--- src/rtl/mod_count_pkg.sv ---
// Shared definitions for the mod-N enable counter and its passive checker.
// Holds the default modulus/width and the checker state encoding.
package mod_count_pkg;

    localparam int MODULUS_DEFAULT = 18;
    localparam int CNT_W           = 5;
    localparam int WRAP_W_DEFAULT  = 8;

    typedef enum logic [1:0] {
        ST_IDLE  = 2'd0,
        ST_TRACK = 2'd1,
        ST_FAULT = 2'd2
    } state_t;

endpackage

--- src/rtl/mod_next_val.sv ---
// Combinational next value of a mod-MODULUS enable counter.
// Arithmetic stays at WIDTH bits, so an out-of-range input simply increments with wrap at 2^WIDTH.
module mod_next_val
    import mod_count_pkg::*;
#(
    parameter int MODULUS = MODULUS_DEFAULT,
    parameter int WIDTH   = CNT_W
) (
    input  logic [WIDTH-1:0] cnt_i,
    input  logic             en_i,
    output logic [WIDTH-1:0] next_o
);

    localparam logic [WIDTH-1:0] LAST = WIDTH'(MODULUS - 1);

    always_comb begin
        next_o = cnt_i;
        if (en_i) begin
            next_o = (cnt_i == LAST) ? '0 : cnt_i + WIDTH'(1);
        end
    end

endmodule

--- config.mk ---
export PLATFORM = sky130hd
export DESIGN_NAME = mod_next_val
export DESIGN_NICKNAME = d
export VERILOG_FILES = /design/src/rtl/mod_count_pkg.sv /design/src/rtl/mod_next_val.sv
export SDC_FILE = /design/constraint.sdc
export NUM_CORES = 1
export LEC_CHECK = 0
export ABC_AREA = 1
export CORE_AREA = 4 4 41 43
export DETAILED_ROUTE_END_ITERATION = 8
export DIE_AREA = 0 0 45 47
export GPL_TIMING_DRIVEN = 0
export SYNTH_ARGS = -nofsm -noshare
export SYNTH_HDL_FRONTEND = slang
export SYNTH_SLANG_ARGS = --single-unit
--- constraint.sdc ---
create_clock -name vclk -period 1.3
set_input_delay 0.39 -clock vclk [all_inputs]
set_output_delay 0.39 -clock vclk [all_outputs]
set_load 0.01 [all_outputs]
# [After elaboration in Yosys (flattened, before gate mapping)]
# Index checks and enable logic that the tools add are counted.
[totals] register_bits=0 input_bits=6 output_inout_bits=5
[op_classes] addsub=1 eq_ne=1 n_mux=2
[ops] operator="two-way mux 5 bit" count=2
[ops] operator="adder 5 x 1 -> 5 bit, second input constant" count=1
[ops] operator="== test 5 bit, second input constant" count=1

# [Logic depth before layout (Yosys ltp)]
[logic_depth] word_depth=3 mapped_depth=7 depth_no_buf=7

# [Least setup slack after synthesis]
# No wires, ideal clock.
[synth_path] path_type="in2out" startpoint="input cnt_i[1]" endpoint="output next_o[4]" arrival_time_ps=950 setup_slack_ps=-40 path_stages=7 cell_sequence="inv_1 -> ha_1 -> nand2_1 -> inv_1 -> nand3_1 -> nand2_1 -> nor2_1"
[synth_via] elab_chain_cells=3 word_cells_on_any_way=4
[synth_lines] element="start: declaration" line="mod_next_val.sv:9" source="input logic [WIDTH-1:0] cnt_i,"
[synth_lines] element="adder 5 x 1 -> 5 bit or == test 5 bit (tied branches)" line="mod_next_val.sv:19" source="next_o = (cnt_i == LAST) ? '0 : cnt_i + WIDTH'(1);"
[synth_lines] element="two-way mux 5 bit (*)" line="mod_next_val.sv:19"
[synth_lines] element="two-way mux 5 bit (*)" line="mod_next_val.sv:18" source="if (en_i) begin"
[synth_lines] element="end: declaration" line="mod_next_val.sv:11" source="output logic [WIDTH-1:0] next_o"
# Mark *: on every way between the ends. The rest lies on a longest branch, timed or not.

# [Worst setup path in the final report]
# Ends and elaborated chain as after synthesis.

==> summary.txt <==
Outcome
  • Status: finished with violations
  • Failing checks: negative setup slack

Floorplanning
  • Chip height: 47 um
  • # IOs: 11
  • Die Width: 45 um
  • DIE AREA: 2115 um2
  • Cell Rows: 13
  • Initial Util: 0.1135
  • Core footprint: ~1300 um2

Global routing
  • Vias in the first global route: 198
  • Total GRT Usage: 0.04721
  • Largest net degree at the start of global routing: 7
  • Total global routing overflow: 0
  • Initial antenna violation count: 0
  • First-pass GRT wire length: 772 um

Timing
  • Max transition margin: 0.9155
  • Final setup viols: 5
  • Final hold vios: 0
  • Highest clock rate: 677.6 MHz
  • Post-route clock period utilization: 1.135
  • Tmin final: approximately 1.5 ns
  • RSZ-0062 raised after global routing: true
  • Smallest hold slack: 1.054 ns
  • Setup ws final: -0.1758 ns
  • Final Slew Violations: 0
  • Least-Margin Pin Slew: 0.1268 ns

Setup path
  • Critical Path Fanout Max: 3
  • Slowest library cell on the worst path: buf_2
  • Critical Path RT: 0.91 ns
  • Crit path max-delay family: buffers and inverters
  • Critical path launch point type: input pin
  • Count of buffer and inverter cells on the critical path: 4
  • Max stage delay on crit path: ~0.13 ns
  • CP endpoint kind: primary output
  • Cell Chain, Critical Path: buf_12 > inv_12 > ha_4 > nand2_2 > inv_2 > nand3_2 > nand2_1 > nor2_2 > buf_2
  • Setup CP Type: in -> out
  • WP depth: 9
  • Data arrival, critical path: 1.09 ns

Power
  • PwrDens: 305.7 nW/um2
  • Max VDD drop: between 0.0001 and 0.00015 V
  • P_leak: ~0.18 nW

Placed design
  • Dpl cell area: 310.3 um2
  • Pre-CTS WS: -1.252 ns
  • GPL Wtd Cong: about 0.62
  • DP HPWL: between 300 and 400 um
  • PortBufs: 11

Routing
  • # DRC: 0
  • Via count: ~210
  • Detail Route Antenna Nets: 0
  • Routed Wire Length: 455 um
  • Initial DRC count: 0
  • First-pass DRT Iterations: 1
  • Via density: 3.719
  • Post-DR wirelength/cell: approximately 8 um

Synthesis
  • Mean Syn Cell Area: 5.091 um2
  • Cell Area, Synth: around 150 um2
  • Sequential share of the synthesized area: 0
  • Count of different cell masters after synthesis: 11
  • Syn nets: 37
  • Yosys warning total: 0
  • Gate Count Post-Synth: 29

Clock network
  • Hold buffer count at cts: 0

Final layout
  • Fin area: 376.6 um2
  • Layout cells sized above 1: 0.6429
  • Final sequential cell count: 0
  • # diodes: 0
  • NumNets Final: 52
  • Commonest cells after routing, fill and taps aside: nand2_1, buf_2, nand2_2, nor2_2
  • Most common cell after layout, fill and taps aside: nand2_1
  • FF+latch area: 0 um2
  • # fillers: 147
  • Clock buffers: 0
  • Area delta synth->final: 155.1%

Min path
  • Hold Path Sink: next_o[1]
  • Class of the worst hold path: in -> out
  • Hold path cells: 3
  • Hold wc startpoint: en_i

Flow run
  • Max-cap violations: 0
## worst max-delay path by stage
stage,startpoint,end,slack (ns)
floorplan,cnt_i[1],next_o[4],-0.003
global placement,cnt_i[1],next_o[4],-1.25
detailed placement,cnt_i[1],next_o[4],-1.25
CTS,cnt_i[1],next_o[0],-0.18
global route,cnt_i[1],next_o[0],-0.24
finish,cnt_i[1],next_o[4],-0.18
## cell families (layout without fill, tap and decap cells)
logic type,count (synthesis),in the layout,share of synthesized area
buf+inv,4,17,0.1017
fa+ha+maj,2,2,0.1695
simple gates,20,20,0.5763
xor+xnor,2,2,0.1187
compound gates,1,1,0.03387
## synthesized netlist by cell type
cell type | count | area share
nand2_1 | 11 | 0.28
nand2_2 | 1 | 0.042
xor2_1 | 1 | 0.059
nand3_1 | 1 | 0.034
xnor2_1 | 1 | 0.059
ha_1 | 2 | 0.17
nor2_1 | 5 | 0.13
inv_1 | 4 | 0.10
o21ai_0 | 1 | 0.034
nor2_2 | 1 | 0.042
nand3b_1 | 1 | 0.051
## layout make-up
class                      count  area, um2  area share
tap                           15      18.77     0.04983
multi-input combinational     25      198.9      0.5282
inverter                       4      27.53     0.07309
timing repair buffer          13      131.4      0.3488
## report_power, final
| group | switching, mW | internal, mW |
|---|---|---|
| combinational | 0.0526 | 0.0625 |
| clock | 0 | 0 |
| sequential | 0 | 0 |
## per-layer routing
metal	GRT usage	wire, um
met1	0.05169	179
met2	0.1017	229
met3	0.003831	46
met4	0	0
met5	0	0
## per-stage QoR
stage	setup TNS, ns	total power [mW]	std cells	utilization
global route	-0.9661	0.1275	57	0.2894
detailed placement	-5.933	0.09762	55	0.2385
CTS	-0.7432	0.09762	56	0.2529
finish	-0.6725	0.1151	57	0.2894
global placement	-5.931	0.09714	55	0.2385
floorplan	-0.003431	0.04002	29	-
## what timing repair did
action                     4_1_cts  5_1_grt
buffers inserted                 1        1
pin swaps                       10        2
setup endpoints to repair        5        5
cloned                           0        0
resized for setup               60        9
Note: power is estimated with default switching activity, not from simulation.
